===== src/rtl/flex_updown_counter.sv =====
`default_nettype none
//==============================================================================
// Module   : flex_updown_counter
// Summary  : Width-generic up/down counter with programmable terminal value,
//            synchronous clear, parallel load, registered terminal-count flag
//            and a one-cycle wrap pulse.
// Options  : define FLEX_UPDOWN_SATURATE_EN to saturate instead of wrapping.
// Revision : 1.0 - initial release
//==============================================================================
module flex_updown_counter #(
  parameter int unsigned NUM_CNT_BITS = 4,
  parameter int unsigned RST_VAL      = 0
) (
  input  logic                    clk,
  input  logic                    rst,
  input  logic                    clear,
  input  logic                    load,
  input  logic [NUM_CNT_BITS-1:0] load_val,
  input  logic                    count_enable,
  input  logic                    count_up,
  input  logic [NUM_CNT_BITS-1:0] rollover_val,
  output logic [NUM_CNT_BITS-1:0] count_out,
  output logic                    rollover_flag,
  output logic                    wrap_pulse
);

  localparam logic [NUM_CNT_BITS-1:0] c_rst_cnt = NUM_CNT_BITS'(RST_VAL);
  localparam logic [NUM_CNT_BITS-1:0] c_zero    = '0;
  localparam logic [NUM_CNT_BITS-1:0] c_one     = NUM_CNT_BITS'(1);

`ifdef FLEX_UPDOWN_SATURATE_EN
  localparam logic [NUM_CNT_BITS-1:0] c_down_term = c_zero;
`else
  localparam logic [NUM_CNT_BITS-1:0] c_down_term = c_one;
`endif

  logic [NUM_CNT_BITS-1:0] count_q, count_d;
  logic                    flag_q, flag_d;
  logic                    wrap_q, wrap_d;
  logic [NUM_CNT_BITS-1:0] w_term;

  always_comb begin
    count_d = count_q;
    wrap_d  = 1'b0;
    if (clear) begin
      count_d = c_rst_cnt;
    end else if (load) begin
      count_d = load_val;
    end else if (count_enable) begin
      if (rollover_val == c_zero) begin
        count_d = c_zero;
      end else if (count_up) begin
        if (count_q >= rollover_val) begin
`ifdef FLEX_UPDOWN_SATURATE_EN
          count_d = rollover_val;
`else
          count_d = c_one;
`endif
          wrap_d  = 1'b1;
        end else begin
          count_d = count_q + c_one;
        end
      end else begin
`ifdef FLEX_UPDOWN_SATURATE_EN
        // Down saturates at zero; stepping from one reaches zero normally.
        if (count_q == c_zero) begin
          count_d = c_zero;
          wrap_d  = 1'b1;
        end else begin
          count_d = count_q - c_one;
        end
`else
        if (count_q <= c_one) begin
          count_d = rollover_val;
          wrap_d  = 1'b1;
        end else begin
          count_d = count_q - c_one;
        end
`endif
      end
    end
  end

  // Flag tracks the next count against the direction-dependent terminal value.
  assign w_term = count_up ? rollover_val : c_down_term;
  assign flag_d = (rollover_val != c_zero) && (count_d == w_term);

  always_ff @(posedge clk) begin
    if (rst) begin
      count_q <= c_rst_cnt;
      flag_q  <= 1'b0;
      wrap_q  <= 1'b0;
    end else begin
      count_q <= count_d;
      flag_q  <= flag_d;
      wrap_q  <= wrap_d;
    end
  end

  assign count_out     = count_q;
  assign rollover_flag = flag_q;
  assign wrap_pulse    = wrap_q;

endmodule
`default_nettype wire


===== config.mk =====
export PLATFORM = sky130hd
export DESIGN_NAME = flex_updown_counter
export DESIGN_NICKNAME = d
export VERILOG_FILES = /design/src/rtl/flex_updown_counter.sv
export SDC_FILE = /design/constraint.sdc
export NUM_CORES = 1
export LEC_CHECK = 0
export ABC_AREA = 1
export CAP_MARGIN = 20
export CELL_PAD_IN_SITES_DETAIL_PLACEMENT = 0
export CELL_PAD_IN_SITES_GLOBAL_PLACEMENT = 1
export CORE_UTILIZATION = 28
export DETAILED_ROUTE_END_ITERATION = 8
export PLACE_DENSITY = 0.85
export SLEW_MARGIN = 40
export SYNTH_ARGS = -nofsm -noshare
export SYNTH_HDL_FRONTEND = slang
export SYNTH_SLANG_ARGS = --single-unit

===== constraint.sdc =====
create_clock -name clk -period 1.6 [get_ports clk]
set_input_delay 0.48 -clock clk [delete_from_list [all_inputs] [get_ports clk]]
set_output_delay 0.48 -clock clk [all_outputs]
set_load 0.005 [all_outputs]

* After elaboration in Yosys (flattened, before gate mapping)
Index checks and enable logic that the tools add are counted.
** Storage, ports and cells
- Flip-flop bits (word level) :: 6
- Logic and storage cells :: 24
- Bits of input ports :: 14
- Output and inout bits :: 6
** Operators by class
- Order comparisons :: 2
- Eq/ne operators :: 1
- Mux-type cells :: 11
- Bitwise logic cells :: 1
- $add $sub $neg :: 2
- Reductions and logical operators :: 4
** Operator list (count)
- 4-bit two-way mux :: 8
- 5-bit OR reduction :: 1
- 4-bit by 1-bit adder with 4-bit output, second input constant :: 1
- 4-bit equality test :: 1
- 4-bit greater-or-equal comparator :: 1
- 4-bit by 1-bit <= comparator with 1-bit output, second input constant :: 1
- 4-bit logical NOT :: 1
- 4-bit nonzero test :: 1
- 4-bit by 1-bit subtractor with 4-bit output, second input constant :: 1
- 1-bit two-way mux :: 3
- 1-bit logical AND :: 1
- 1-bit inverter :: 1

* Depth between registers and ports, before layout
- Depth in word-level cells :: 9
- Mapped depth :: 16
- Mapped depth without buffers :: 16

* Worst setup path before layout
OpenSTA, ideal clock, no wires.
- Path kind :: input to register
- Start point :: input rollover_val[3]
- End point :: register flag_q, in the netlist rollover_flag
- Arrival time :: 1.550 ns
- Buffers on the path :: 0
- Setup slack :: -0.062 ns
- Stages on the path :: 12
- Data required time :: 1.488 ns
- Library setup time :: 0.112 ns
- Cells stage by stage :: inv_1 -> ha_1 -> a21oi_1 -> nand3_1 -> nand2_1 -> nand3_1 -> nand2_2 -> nand2_2 -> nand2_1 -> nand2_1 -> nand2_1 -> nor2_2
** On the way
- Word-level cells in the longest chain between the ends :: 9
- Elaborated cells between the ends (all ways) :: 13
- Classes of those cells :: order compare: 1; eq/ne: 1; mux: 8; reduce/logical: 3
** RTL lines
- from (decl) :: line 21 : input logic [NUM_CNT_BITS-1:0] rollover_val,
- 4-bit greater-or-equal comparator :: line 53 : if (count_q >= rollover_val) begin
- 4-bit two-way mux :: line 53
- 4-bit two-way mux :: line 52 : end else if (count_up) begin
- 4-bit two-way mux :: line 50 : if (rollover_val == c_zero) begin
- 4-bit two-way mux :: line 49 : end else if (count_enable) begin
- 4-bit two-way mux :: line 47 : end else if (load) begin
- 4-bit two-way mux :: line 45 : if (clear) begin
- 4-bit equality test :: line 86 : assign flag_d = (rollover_val != c_zero) && (count_d == w_term);
- 1-bit logical AND * :: line 86
- to (signal assigned) :: line 95 : flag_q <= flag_d;
- to (decl) :: line 38 : logic flag_q, flag_d;
Every way passes the cells marked *; elsewhere a longest branch is shown, timed or not.
A chain may end at the register's enable or synchronous reset.

* Worst setup path after layout
- Start point :: input rollover_val[2]
- End point :: register flag_q, in the netlist rollover_flag
Same word-level chain as after synthesis.

==> results.md <==
- CP Capture Type: flip-flop
- Drt initial violations: 9
- Synth warn: 0
- Most common cell in the netlist: nand2_1
- R2R setup slack: -0.05 ns
- Post-synth ARST share: 0%
- Post-synth top area cell: nand2_1
- Synth top cells by count: 40 x nand2_1, 22 x nor2_1, 21 x inv_1
- Pre-antenna DRT Iters: 4
- CP max stage delay: 0.25 ns
- N_diodes: 0
- P&R area growth vs syn: 87.7%
- Status: finished, violations left
- Leakage Power: 0.708 nW
- Worst EP arrival: about 1.8 ns
- CP Max Fanout: 3
- Slowest cell on the critical path: ha_4
- # clock sinks: 6
- Worst reg-to-reg path cell count: 14
- Final core utilization: 55.7%
- Initial antenna violation count: 0
- Count of cell types in the netlist: 19
- Share of cells above drive strength 1: 48.9%
- Via/cell ratio: between 4 and 5
- Cells after DPL: 207
- CTS Hold Bufs: 0
- Hold Vio Cnt, Final: 0
- Crit path buf inv count: 3
- Vias: 990
- Post-layout nets: 207
- Final Max Slew Viols: 0
- Max-cap violations: 0
- Chip width: ~53 um
- Ports: 20
- Mapped Nets: 154
- Setup slack after layout: -0.0534 ns
- Register area: 133 um^2
- Unrepaired setup endpoints after global routing: true
- Clock skew: approximately 0.0023 ns
- Largest net degree at the start of global routing: 8
- Clock-pin slew on the worst setup and hold paths: 0.05 ns
- Synth area leaders: nand2_1 20%, dfxtp_1 16%, ha_1 12%, nor2_1 11%, inv_1 11%
- Maximum vdd drop: 0.351 mV
- Worst path top cell family by delay: simple AND/OR/NAND/NOR gates
- Fmax: 0.605 GHz
- Htree depth: 1
- Site Rows: 18
- Routed WL per cell: about 12 um
- CP Launch Type: input port
- Post-Syn Instances: roughly 130
- Top cell type's share of synthesized area: 20.2%
- Die Ht: 53.5 um
- Worst-margin pin slew: 0.274 ns
- Post-route insts no fill: about 210
- Crit path kind: input port to flip-flop
- Congestion Overflow GR: 0
- PortBufs: 19
- Post-layout min period: 1.65 ns
- WL final: ~2500 um
- Initial Utilization: 29.7%
- DRC: 0
- Core area: 0.00250 mm^2
- Worst-Skew Late Latency: 0.24 ns
- Post-synth top flop: dfxtp_1
- First-pass GRT wire length: 3620 um
- Worst-case clock buffer depth: 2
- Crit path to: rollover_flag
- Multi-input gate area: 684 um^2
- Placer Congestion: 0.880
- CTS Root Cell: clkbuf_4
- Period utilization: 103%
- Die ar.: 0.00286 mm^2
- Final Setup Violations: 3
- RR Startpoint: count_out[1]
- Seq/Total Area, Yosys: 16.2%
- WP depth: 15
- Dpl hpwl: around 1800 um
- Critical Path, Cell by Cell: clkdlybuf4s15_2 -> inv_2 -> ha_4 -> nand2_2 -> inv_2 -> nand2_2 -> nand3_2 -> nand2_2 -> nand2_1 -> nand2_1 -> nand2_2 -> nand2_2 -> nand2_2 -> nand4_1 -> nor2_2
- Failing checks: setup timing
- Class of the worst hold path: input port to flip-flop
- Worst Setup SP: rollover_val[2]
- Cell mode on critical path: nand2_2
- CTS tree: yes
- Pwr dens: 470 mW/mm^2
- Synthesized area per cell: about 5.6 um^2
- Tot Pwr: 0.654 mW
- Filler Cell Count: 240
- DP Worst Slack: -0.685 ns
- Slew headroom: 81.7%
- Worst EP required: about 1.8 ns
- Number of synthesized register bits: 6
- Number of global-route vias before repair: 868
- Total CTS buffers: 3
- RR Endpoint: rollover_flag
- Post-synth EDFFs: 0
- Syn Std Cell Area: 742 um^2
- Total track usage: approximately 17%
- Final ANT Viol Nets: 0
[cells by family after synthesis]
family,synth area share [%]
adders and majority gates,11.8
AOI/OAI and AO/OA,6.58
buffers and inverters,11.8
and+or+nand+nor,51.3
xor gates and xnor gates,2.36
DFF,16.2
[state kept, by name, indices dropped and copies added (netlist names)]
signal and count:
wrap_pulse 1, rollover_flag 1, count_out 4
[worst min-delay path by stage]
stage               slack (ns)            start  cells past startpoint            end
floorplan                 0.54              rst                      1   count_out[0]
global placement          0.87     count_out[0]                      6  rollover_flag
detailed placement        0.90     count_out[0]                      6  rollover_flag
CTS                       0.84  rollover_val[3]                      7  rollover_flag
global route              0.81         count_up                      5     wrap_pulse
finish                    0.76  rollover_val[3]                      7  rollover_flag
[stage by stage]
step | hold slack (ns) | TNS [ns] | instance area [um^2]
after floorplan | 0.545 | 0 | 759
after global placement | 0.872 | -3.08 | 1180
after detailed placement | 0.898 | -3.40 | 1180
after CTS | 0.843 | -0.154 | 1270
after global routing | 0.807 | -0.425 | 1390
final | 0.763 | -0.0910 | 1390
[repair_timing]
action                     CTS  global route
pin swaps                    7            14
gates resized for setup     36            33
setup endpoints to repair   10             6
buffers inserted             3             1
cloned                       0             0
[worst min-delay path, stage by stage]
cell,delay [ns]
buf_2,0.09
buf_4,0.12
nand2_1,0.07
nand2_1,0.06
nand2_1,0.04
nand2_1,0.06
nor2_2,0.03
[area by class of cell]
cell class	count	area share, %
Sequential cell	6	9.52
Timing Repair Buffer	49	30.7
Tap cell	30	2.70
Inverter	22	6.29
Clock buffer	3	1.62
Multi-Input combinational cell	104	49.1
[placed cells by master (no fill, tap or decap), drive strengths merged, types with 2 or more instances in the layout]
master         count
dfxtp              6
ha                 7
nor2              25
nand4              4
xor2               2
nand2             45
buf               31
inv               22
clkdlybuf4s15      3
a21oi              7
clkbuf             3
dlygate4sd2        3
o21ai              2
nand3             10
clkdlybuf4s50     11
[where the power goes]
part / switching [mW] / internal (mW)
combinational: 0.174 / 0.177
clock: 0.0528 / 0.0847
sequential: 0.0102 / 0.155
[per-layer routing]
metal | global-route usage (%) | routed length (um) | up-vias
met5 | 0 | 0 | -
met4 | 1.32 | 16 | 0
met3 | 2.59 | 76 | 2
met2 | 30.0 | 1330 | 26
met1 | 22.7 | 1070 | 441
li1 | - | - | 521
Note: power is estimated with default switching activity, not from simulation.
